`config.mk`:
```
export PLATFORM = sky130hd
export DESIGN_NAME = vga_timing_gen_flat
export DESIGN_NICKNAME = d
export VERILOG_FILES = /design/src/rtl/vga_timing_pkg.sv /design/src/rtl/vga_timing_gen_if.sv /design/src/rtl/vga_tpg.sv /design/src/rtl/vga_timing_gen.sv /design/src/flat_wrapper.sv
export SDC_FILE = /design/constraint.sdc
export NUM_CORES = 1
export LEC_CHECK = 0
export ABC_AREA = 1
export ABC_CLOCK_PERIOD_IN_PS = 2400
export CAP_MARGIN = 5
export CORE_MARGIN = 8
export CORE_UTILIZATION = 30
export CTS_BUF_LIST = sky130_fd_sc_hd__clkbuf_8
export CTS_CLUSTER_DIAMETER = 40
export DETAILED_ROUTE_END_ITERATION = 8
export SYNTH_ARGS = -nofsm -noshare
export SYNTH_HDL_FRONTEND = slang
export SYNTH_SLANG_ARGS = --single-unit
export TNS_END_PERCENT = 1
```
`constraint.sdc`:
```
create_clock -name clk -period 2.4 [get_ports clk]
set_input_delay 0.48 -clock clk [delete_from_list [all_inputs] [get_ports clk]]
set_output_delay 0.48 -clock clk [all_outputs]
set_load 0.02 [all_outputs]
```
`src/rtl/vga_timing_pkg.sv`:
```
// Shared timing presets, RGB565 colour-bar constants and a counter-width helper.
// Latency: n/a (constants and pure functions only).
// Backpressure: n/a.
package vga_timing_pkg;

    // 640x480@60, 25.175 MHz pixel clock
    localparam int VGA640_H_SYNC   = 96;
    localparam int VGA640_H_BACK   = 48;
    localparam int VGA640_H_ACTIVE = 640;
    localparam int VGA640_H_FRONT  = 16;
    localparam int VGA640_V_SYNC   = 2;
    localparam int VGA640_V_BACK   = 33;
    localparam int VGA640_V_ACTIVE = 480;
    localparam int VGA640_V_FRONT  = 10;
    localparam int VGA640_H_TOTAL  = VGA640_H_SYNC + VGA640_H_BACK + VGA640_H_ACTIVE + VGA640_H_FRONT;
    localparam int VGA640_V_TOTAL  = VGA640_V_SYNC + VGA640_V_BACK + VGA640_V_ACTIVE + VGA640_V_FRONT;

    // 800x600@60, 40 MHz pixel clock
    localparam int SVGA800_H_SYNC   = 128;
    localparam int SVGA800_H_BACK   = 88;
    localparam int SVGA800_H_ACTIVE = 800;
    localparam int SVGA800_H_FRONT  = 40;
    localparam int SVGA800_V_SYNC   = 4;
    localparam int SVGA800_V_BACK   = 23;
    localparam int SVGA800_V_ACTIVE = 600;
    localparam int SVGA800_V_FRONT  = 1;

    // RGB565 colour-bar palette, left to right
    localparam logic [15:0] RGB565_WHITE   = 16'hFFFF;
    localparam logic [15:0] RGB565_YELLOW  = 16'hFFE0;
    localparam logic [15:0] RGB565_CYAN    = 16'h07FF;
    localparam logic [15:0] RGB565_GREEN   = 16'h07E0;
    localparam logic [15:0] RGB565_MAGENTA = 16'hF81F;
    localparam logic [15:0] RGB565_RED     = 16'hF800;
    localparam logic [15:0] RGB565_BLUE    = 16'h001F;
    localparam logic [15:0] RGB565_BLACK   = 16'h0000;

    typedef enum logic [2:0] {
        BAR_WHITE   = 3'd0,
        BAR_YELLOW  = 3'd1,
        BAR_CYAN    = 3'd2,
        BAR_GREEN   = 3'd3,
        BAR_MAGENTA = 3'd4,
        BAR_RED     = 3'd5,
        BAR_BLUE    = 3'd6,
        BAR_BLACK   = 3'd7
    } bar_e;

    function automatic logic [15:0] bar_colour(input bar_e idx);
        case (idx)
            BAR_WHITE:   return RGB565_WHITE;
            BAR_YELLOW:  return RGB565_YELLOW;
            BAR_CYAN:    return RGB565_CYAN;
            BAR_GREEN:   return RGB565_GREEN;
            BAR_MAGENTA: return RGB565_MAGENTA;
            BAR_RED:     return RGB565_RED;
            BAR_BLUE:    return RGB565_BLUE;
            default:     return RGB565_BLACK;
        endcase
    endfunction

    // Counter width wide enough for the longer of the two raster axes
    function automatic int calc_cw(input int h_total, input int v_total);
        return $clog2((h_total > v_total) ? h_total : v_total);
    endfunction

endpackage

```
`src/rtl/vga_timing_gen_if.sv`:
```
// Raster bus: pixel request/coordinates to the image source, sync and rgb to the DAC.
// Latency: n/a (wires only); pix_data is expected one clock after data_req.
// Backpressure: none; the source must answer every request in exactly one clock.
interface vga_timing_gen_if
    import vga_timing_pkg::*;
#(
    parameter int DATA_W = 16,
    parameter int CW     = calc_cw(VGA640_H_TOTAL, VGA640_V_TOTAL)
);
    logic [DATA_W-1:0] pix_data;
    logic              data_req;
    logic [CW-1:0]     pix_x;
    logic [CW-1:0]     pix_y;
    logic              hsync;
    logic              vsync;
    logic              rgb_valid;
    logic [DATA_W-1:0] rgb;
    logic              frame_start;

    // Timing generator side
    modport master (
        input  pix_data,
        output data_req, pix_x, pix_y, hsync, vsync, rgb_valid, rgb, frame_start
    );

    // Image source / display side
    modport slave (
        output pix_data,
        input  data_req, pix_x, pix_y, hsync, vsync, rgb_valid, rgb, frame_start
    );
endinterface

```
`src/rtl/vga_tpg.sv`:
```
// Eight-bar RGB565 colour pattern indexed by the requested column (only built with VGA_TPG_EN).
// Latency: 1 clock from pix_x to colour, lining up with the rgb_valid cycle.
// Backpressure: none; follows the raster unconditionally.
`ifdef VGA_TPG_EN
module vga_tpg
    import vga_timing_pkg::*;
#(
    parameter int H_ACTIVE = 640,
    parameter int CW       = 10
) (
    input  logic          clk,
    input  logic          rst_n,
    input  logic [CW-1:0] pix_x,
    output logic [15:0]   colour
);
    localparam int BAR_W = H_ACTIVE / 8;

    logic [CW-1:0] px_q;
    logic [CW-1:0] px_d;
    int            bar_idx;

    // Next value of the delayed column
    always_comb begin
        px_d = pix_x;
    end

    // Delay the column by one clock so the colour lands on the returned-pixel slot
    always_ff @(posedge clk) begin
        if (!rst_n) begin
            px_q <= '0;
        end else begin
            px_q <= px_d;
        end
    end

    // Bar lookup; columns past the eighth bar (remainder) stay on the last bar
    always_comb begin
        bar_idx = int'(px_q) / BAR_W;
        if (bar_idx > 7) begin
            bar_idx = 7;
        end
        colour = bar_colour(bar_e'(bar_idx[2:0]));
    end
endmodule
`endif

```
`src/rtl/vga_timing_gen.sv`:
```
// Parametrised raster timing: H/V counters, sync decode, one-cycle-ahead pixel request, rgb gating.
// Latency: data_req/pix_x/pix_y lead rgb_valid by 1 clock; rgb is pix_data gated combinationally.
// Backpressure: none; the source must return pix_data one clock after each data_req. VGA_TPG_EN adds tpg_sel and colour bars.
module vga_timing_gen
    import vga_timing_pkg::*;
#(
    parameter int DATA_W   = 16,
    parameter int H_SYNC   = VGA640_H_SYNC,
    parameter int H_BACK   = VGA640_H_BACK,
    parameter int H_ACTIVE = VGA640_H_ACTIVE,
    parameter int H_FRONT  = VGA640_H_FRONT,
    parameter int V_SYNC   = VGA640_V_SYNC,
    parameter int V_BACK   = VGA640_V_BACK,
    parameter int V_ACTIVE = VGA640_V_ACTIVE,
    parameter int V_FRONT  = VGA640_V_FRONT,
    parameter bit HS_POL   = 1'b1,
    parameter bit VS_POL   = 1'b1
) (
    input  logic clk,
    input  logic rst_n,
`ifdef VGA_TPG_EN
    input  logic tpg_sel,
`endif
    vga_timing_gen_if.master bus
);
    localparam int H_TOTAL = H_SYNC + H_BACK + H_ACTIVE + H_FRONT;
    localparam int V_TOTAL = V_SYNC + V_BACK + V_ACTIVE + V_FRONT;
    localparam int HA_S    = H_SYNC + H_BACK;
    localparam int HA_E    = HA_S + H_ACTIVE - 1;
    localparam int VA_S    = V_SYNC + V_BACK;
    localparam int VA_E    = VA_S + V_ACTIVE - 1;
    localparam int CW      = calc_cw(H_TOTAL, V_TOTAL);

    typedef logic [CW-1:0] cnt_t;

    localparam cnt_t H_LAST  = cnt_t'(H_TOTAL - 1);
    localparam cnt_t V_LAST  = cnt_t'(V_TOTAL - 1);
    localparam cnt_t REQ_S   = cnt_t'(HA_S - 1);
    localparam cnt_t REQ_E   = cnt_t'(HA_E - 1);
    localparam cnt_t VACT_S  = cnt_t'(VA_S);
    localparam cnt_t VACT_E  = cnt_t'(VA_E);
    localparam cnt_t HSYNC_W = cnt_t'(H_SYNC);
    localparam cnt_t VSYNC_W = cnt_t'(V_SYNC);

    // Parameter sanity: the request lead needs at least one blanking clock before active video
    generate
        if (HA_S < 1) begin : g_bad_lead
            $error("vga_timing_gen: H_SYNC + H_BACK must be >= 1");
        end
        if (H_ACTIVE < 8) begin : g_bad_h_active
            $error("vga_timing_gen: H_ACTIVE must be >= 8");
        end
        if (V_ACTIVE < 1) begin : g_bad_v_active
            $error("vga_timing_gen: V_ACTIVE must be >= 1");
        end
`ifdef VGA_TPG_EN
        if (DATA_W != 16) begin : g_bad_tpg_width
            $error("vga_timing_gen: colour bars are RGB565, DATA_W must be 16");
        end
`endif
    endgenerate

    cnt_t              cnt_h_q, cnt_h_d;
    cnt_t              cnt_v_q, cnt_v_d;
    cnt_t              pix_x_q, pix_x_d;
    cnt_t              pix_y_q, pix_y_d;
    logic              data_req_q, data_req_d;
    logic              rgb_valid_q, rgb_valid_d;
    logic              frame_start_q, frame_start_d;
    logic              h_last;
    logic              v_last;
    logic              v_act;
    logic [DATA_W-1:0] rgb_sel;

    // Next raster position and the strobes that belong to it; outputs are decoded
    // from the next counters so the registered strobes line up with cnt_h_q/cnt_v_q
    always_comb begin
        h_last  = (cnt_h_q == H_LAST);
        v_last  = (cnt_v_q == V_LAST);
        cnt_h_d = h_last ? '0 : cnt_h_q + 1'b1;
        cnt_v_d = cnt_v_q;
        if (h_last) begin
            cnt_v_d = v_last ? '0 : cnt_v_q + 1'b1;
        end
        v_act         = (cnt_v_d >= VACT_S) && (cnt_v_d <= VACT_E);
        // Request window ends at HA_E-1, so the lead never spills into the next line
        data_req_d    = v_act && (cnt_h_d >= REQ_S) && (cnt_h_d <= REQ_E);
        pix_x_d       = data_req_d ? cnt_h_d - REQ_S  : '0;
        pix_y_d       = data_req_d ? cnt_v_d - VACT_S : '0;
        rgb_valid_d   = data_req_q;
        frame_start_d = (cnt_h_d == '0) && (cnt_v_d == '0);
    end

    // Raster state; reset restarts cleanly at (0,0) with all strobes low
    always_ff @(posedge clk) begin
        if (!rst_n) begin
            cnt_h_q       <= '0;
            cnt_v_q       <= '0;
            pix_x_q       <= '0;
            pix_y_q       <= '0;
            data_req_q    <= 1'b0;
            rgb_valid_q   <= 1'b0;
            frame_start_q <= 1'b0;
        end else begin
            cnt_h_q       <= cnt_h_d;
            cnt_v_q       <= cnt_v_d;
            pix_x_q       <= pix_x_d;
            pix_y_q       <= pix_y_d;
            data_req_q    <= data_req_d;
            rgb_valid_q   <= rgb_valid_d;
            frame_start_q <= frame_start_d;
        end
    end

`ifdef VGA_TPG_EN
    logic [15:0] tpg_colour;

    vga_tpg #(
        .H_ACTIVE (H_ACTIVE),
        .CW       (CW)
    ) u_tpg (
        .clk    (clk),
        .rst_n  (rst_n),
        .pix_x  (pix_x_q),
        .colour (tpg_colour)
    );
`endif

    // Pixel gating: blank outside active video, otherwise the returned pixel (or the bars)
    always_comb begin
        rgb_sel = '0;
        if (rgb_valid_q) begin
`ifdef VGA_TPG_EN
            rgb_sel = tpg_sel ? DATA_W'(tpg_colour) : bus.pix_data;
`else
            rgb_sel = bus.pix_data;
`endif
        end
    end

    assign bus.hsync       = (cnt_h_q < HSYNC_W) ? HS_POL : ~HS_POL;
    assign bus.vsync       = (cnt_v_q < VSYNC_W) ? VS_POL : ~VS_POL;
    assign bus.data_req    = data_req_q;
    assign bus.pix_x       = pix_x_q;
    assign bus.pix_y       = pix_y_q;
    assign bus.rgb_valid   = rgb_valid_q;
    assign bus.rgb         = rgb_sel;
    assign bus.frame_start = frame_start_q;
endmodule

```
`src/flat_wrapper.sv`:
```
// flat-port wrapper written by rule: the top's interface ports become plain ports
module vga_timing_gen_flat import vga_timing_pkg::*;
#(
    parameter int DATA_W   = 16,
    parameter int H_SYNC   = VGA640_H_SYNC,
    parameter int H_BACK   = VGA640_H_BACK,
    parameter int H_ACTIVE = VGA640_H_ACTIVE,
    parameter int H_FRONT  = VGA640_H_FRONT,
    parameter int V_SYNC   = VGA640_V_SYNC,
    parameter int V_BACK   = VGA640_V_BACK,
    parameter int V_ACTIVE = VGA640_V_ACTIVE,
    parameter int V_FRONT  = VGA640_V_FRONT,
    parameter bit HS_POL   = 1'b1,
    parameter bit VS_POL   = 1'b1
)
  (clk, rst_n, bus_pix_data, bus_data_req, bus_pix_x, bus_pix_y, bus_hsync, bus_vsync, bus_rgb_valid, bus_rgb, bus_frame_start);
  vga_timing_gen_if #(.DATA_W(DATA_W), .CW(10)) bus_i ();
  input  logic clk;
  input  logic rst_n;
  input wire logic [$bits(bus_i.pix_data)-1:0] bus_pix_data;
  output wire logic [$bits(bus_i.data_req)-1:0] bus_data_req;
  output wire logic [$bits(bus_i.pix_x)-1:0] bus_pix_x;
  output wire logic [$bits(bus_i.pix_y)-1:0] bus_pix_y;
  output wire logic [$bits(bus_i.hsync)-1:0] bus_hsync;
  output wire logic [$bits(bus_i.vsync)-1:0] bus_vsync;
  output wire logic [$bits(bus_i.rgb_valid)-1:0] bus_rgb_valid;
  output wire logic [$bits(bus_i.rgb)-1:0] bus_rgb;
  output wire logic [$bits(bus_i.frame_start)-1:0] bus_frame_start;
  assign bus_i.pix_data = bus_pix_data;
  assign bus_data_req = bus_i.data_req;
  assign bus_pix_x = bus_i.pix_x;
  assign bus_pix_y = bus_i.pix_y;
  assign bus_hsync = bus_i.hsync;
  assign bus_vsync = bus_i.vsync;
  assign bus_rgb_valid = bus_i.rgb_valid;
  assign bus_rgb = bus_i.rgb;
  assign bus_frame_start = bus_i.frame_start;
  vga_timing_gen #(.DATA_W(DATA_W), .H_SYNC(H_SYNC), .H_BACK(H_BACK), .H_ACTIVE(H_ACTIVE), .H_FRONT(H_FRONT), .V_SYNC(V_SYNC), .V_BACK(V_BACK), .V_ACTIVE(V_ACTIVE), .V_FRONT(V_FRONT), .HS_POL(HS_POL), .VS_POL(VS_POL)) u_core (.clk(clk), .rst_n(rst_n), .bus(bus_i));
endmodule
```
==> results <==
- The flow ran to the end, and the final reports show no timing, DRC or antenna violations.
- The signed area change from the synthesized netlist to the final layout is 35.8%.
- The die is between 100 and 150 µm wide.
- The remaining number of nets flagged by the antenna check after routing is 0.
- The worst slew margin relative to its limit is approximately 67%.
- Entering global routing, the biggest net connects 19 pins.
- In this run, synthesis inferred 0 flip-flops with an integrated enable.
- For the pin with the worst max-slew slack, the measured transition is 0.500 ns.
- The clock net in this run drives a total of 43 sinks.
- The combined global-route utilization of all metal layers is between 10 and 15%.
- Of the cells placed in the final design, the portion with a size suffix greater than 1 is 14.9%.
- The kind of start point of the critical path is a flip-flop.
- Detailed placement finished with a half-perimeter wire length of approximately 5300 µm.
- The effective utilization at floorplan is a little under a third.
- For this run, the top clock speed supported by timing is 0.456 GHz.
- After routing the design area is 3440 µm².
- The quantity of I/O buffers inserted on ports is 58.
- The total count of hold-check failures in the final report is 0.
- The leading area contributor after synthesis is sky130_fd_sc_hd__dfxtp_1.
- The proportion of register bits with asynchronous set or reset after synthesis is 0%.
- TritonCTS built the clock tree.
- The core area is 8220 µm².
- Summed over all layers, the routed wires come to 6500 µm.
- The deepest level of the CTS H-tree is 2.
- The count of vias placed by the detailed router is ~2500.
- The placed cell area is 3320 µm².
- The clock-pin slew on the worst setup and hold paths is ~0.080 ns.
- The DRC violation total after the first TritonRoute iteration is 67.
- The total congestion overflow is 0.
- In the synthesized netlist, the number of instances is roughly 380.
- The critical path is of the flip-flop to primary output type.
- The fraction of synthesized cell area taken by the top area cell type is roughly a third.
- Dividing the final minimum period by the clock period gives 91.4%.
- The maximum clock path buffer count is 2.
- For this design the static power due to leakage is 1.80 nW.
- The peak supply drop is 0.000259 V.
- Ranked by total cell area, the synthesized netlist is headed by sky130_fd_sc_hd__dfxtp_1 (34%), sky130_fd_sc_hd__nand2_1 (16%), sky130_fd_sc_hd__inv_1 (10%).
- The detailed-route vias per instance is 4.37.
- The overall die area is 11600 µm².
- The count of pins over their slew limit is 0.
- In this run the count of I/O pins placed on the die edge is 59.
- Overall power consumption after layout is estimated at 1.26 mW.
- The clock period minus worst slack is ~2.2 ns.
- Yosys instantiated no cell more often than sky130_fd_sc_hd__nand2_1.
- The final routed DRC violation total is 0.
- The number of warnings reported in the yosys synthesis log is 0.
- For this run, the register share of the synthesized area comes to 34.0%.
- The mean instance size in the synthesized netlist is 6.60 µm².
- In this run the post-CTS setup repair buffer count came out at 0.
- Setup violations remaining at the end of the flow were counted as 0.
- Synthesis inferred 43 register bits.
- The height of the die is 108 µm.
- The path class of the tightest hold or removal check is flip-flop to flip-flop.
- The number of global-route vias before repair came to 2379.
- The final estimated routing congestion in global placement is approximately 0.90.
- The number of clock buffers added by TritonCTS is 5.
- The number of antenna violations at the first check in global routing is 0.
- In the synthesized netlist the dominant register cell turns out to be sky130_fd_sc_hd__dfxtp_1.
- The net count of the finished layout is 482.
- The endpoint type of the worst setup path is a primary output.
- The worst path meets setup with 0.207 ns of slack.
- The total power density per cell area is 365 nW/µm².
- The final core utilization is a little over two fifths.
- For the worst-skew pair, the clock arrives at the later sink with an insertion delay of 0.30 ns.
- The number of antenna diodes in the final layout is 0.
- Row generation in the floorplan step produced 33 rows.
- The wire length per cell is about 12 µm.
- After synthesis, the most frequently instantiated cells are sky130_fd_sc_hd__nand2_1 (107), sky130_fd_sc_hd__inv_1 (68), sky130_fd_sc_hd__nor2_1 (44), sky130_fd_sc_hd__dfxtp_1 (43), sky130_fd_sc_hd__nand3_1 (27).
- The first global-routing pass estimated 10800 µm of wire.
- Prior to clock tree synthesis, the placed netlist has a worst setup slack of 0.159 ns.
- The maximum fanout along the worst path is 17.
- The clock arrives with 0.00603 ns of skew.
- For the worst setup path, the data arrival time is 1.71 ns.
- The tree is rooted in a sky130_fd_sc_hd__clkbuf_8.
- The number of different library cells used by synthesis comes to 28.
- The required time of the worst setup path is 1.92 ns.
- The netlist area before placement is 2530 µm².
- Max-cap violations in this run came to 0.
- For this run, the detailed router's first-pass iteration total came to 4.
- Counting every net in the synthesized netlist gives 411.
==> critical path, stage by stage (launching register included) <==
cell                              delay [ns]
sky130_fd_sc_hd__dfxtp_1                0.64
sky130_fd_sc_hd__nand2_1                0.09
sky130_fd_sc_hd__inv_1                  0.07
sky130_fd_sc_hd__clkdlybuf4s50_1        0.62
==> stage by stage <==
step                instances  setup TNS, ns  hold WS [ns]
finish                    561              0         0.439
global route              561       -0.00992         0.490
CTS                       561              0         0.447
detailed placement        553              0         0.426
global placement          553              0         0.420
floorplan                 384              0         0.511
==> state kept, by name, indices dropped and copies added (netlist names) <==
name,flops
u_core.bus.pix_x,10
u_core.bus.pix_y,10
u_core.cnt_h_q,10
u_core.cnt_v_q,10
u_core.bus.data_req,1
u_core.bus.frame_start,1
u_core.bus.rgb_valid,1
==> final timing paths <==
kind                                      startpoint              endpoint  slack (ns)  depth (start not counted)
worst max register to register     u_core.cnt_h_q[1]   u_core.bus.pix_y[7]        0.21                         14
worst max-delay path            u_core.bus.rgb_valid           bus_rgb[13]        0.21                          3
worst min-delay path             u_core.bus.data_req  u_core.bus.rgb_valid        0.44                          2
worst min register to register   u_core.bus.data_req  u_core.bus.rgb_valid        0.44                          2
==> cells in the final DEF, fill, tap and decap left out, types with 2 or more instances in the layout <==
| cell | synthesis | routed |
|---|---|---|
| sky130_fd_sc_hd__ha_1 | 9 | 8 |
| sky130_fd_sc_hd__o21ai_1 | 2 | 2 |
| sky130_fd_sc_hd__nor2_2 | 24 | 25 |
| sky130_fd_sc_hd__nor2_4 | 2 | 2 |
| sky130_fd_sc_hd__clkdlybuf4s50_1 | 0 | 57 |
| sky130_fd_sc_hd__nor3_1 | 4 | 4 |
| sky130_fd_sc_hd__nand2_1 | 107 | 105 |
| sky130_fd_sc_hd__nor2_1 | 44 | 43 |
| sky130_fd_sc_hd__nand4_1 | 7 | 7 |
| sky130_fd_sc_hd__nand3_2 | 5 | 4 |
| sky130_fd_sc_hd__xor2_1 | 7 | 7 |
| sky130_fd_sc_hd__o21ai_0 | 3 | 3 |
| sky130_fd_sc_hd__xnor2_1 | 6 | 6 |
| sky130_fd_sc_hd__buf_12 | 0 | 2 |
| sky130_fd_sc_hd__a21oi_1 | 4 | 4 |
| sky130_fd_sc_hd__nand2_2 | 5 | 7 |
| sky130_fd_sc_hd__inv_1 | 68 | 68 |
| sky130_fd_sc_hd__inv_2 | 2 | 3 |
| sky130_fd_sc_hd__dfxtp_1 | 43 | 42 |
| sky130_fd_sc_hd__nand3_1 | 27 | 27 |
| sky130_fd_sc_hd__clkbuf_8 | 0 | 5 |
| sky130_fd_sc_hd__buf_4 | 0 | 11 |
==> cell type report <==
| cell class | instances | area [µm²] |
|---|---|---|
| inverter | 70 | 263 |
| clock buffer | 5 | 68.8 |
| multi-input combinational | 264 | 1400 |
| fill | 885 | 4780 |
| tap | 105 | 131 |
| sequential | 43 | 862 |
| clock inverter | 3 | 16.3 |
| timing repair buffer | 71 | 702 |
==> where the power goes <==
group / switching, mW / total, mW / internal (mW)
combinational: 0.0389 / 0.0840 / 0.0450
sequential: 0.00581 / 0.723 / 0.718
clock: 0.249 / 0.448 / 0.199
==> kinds of logic after synthesis <==
family / after synthesis / share of synthesized area [%]
flip-flops: 43 / 34.0
XOR/XNOR: 13 / 4.49
adder cells (fa/ha/maj): 9 / 4.44
AO/OA/AOI/OAI: 11 / 2.32
buffers and inverters: 77 / 12.3
AND/OR/NAND/NOR: 231 / 42.5
==> per-layer routing <==
metal  share of wire [%]  global-route usage, %  up-vias
met5                   0                      0        -
met4                0.55                   2.38        0
met3                 5.3                   2.51        5
met2                  52                   20.9       39
met1                  42                   12.7     1112
li1                    -                      -     1295
==> what timing repair did <==
| action | CTS | global route |
|---|---|---|
| hold buffers | 0 | 0 |
| resized for setup | 1 | 9 |
| setup endpoints to repair | 1 | 21 |
| endpoints found under the hold margin | 0 | 0 |
Power figures use the tool's default switching activity.
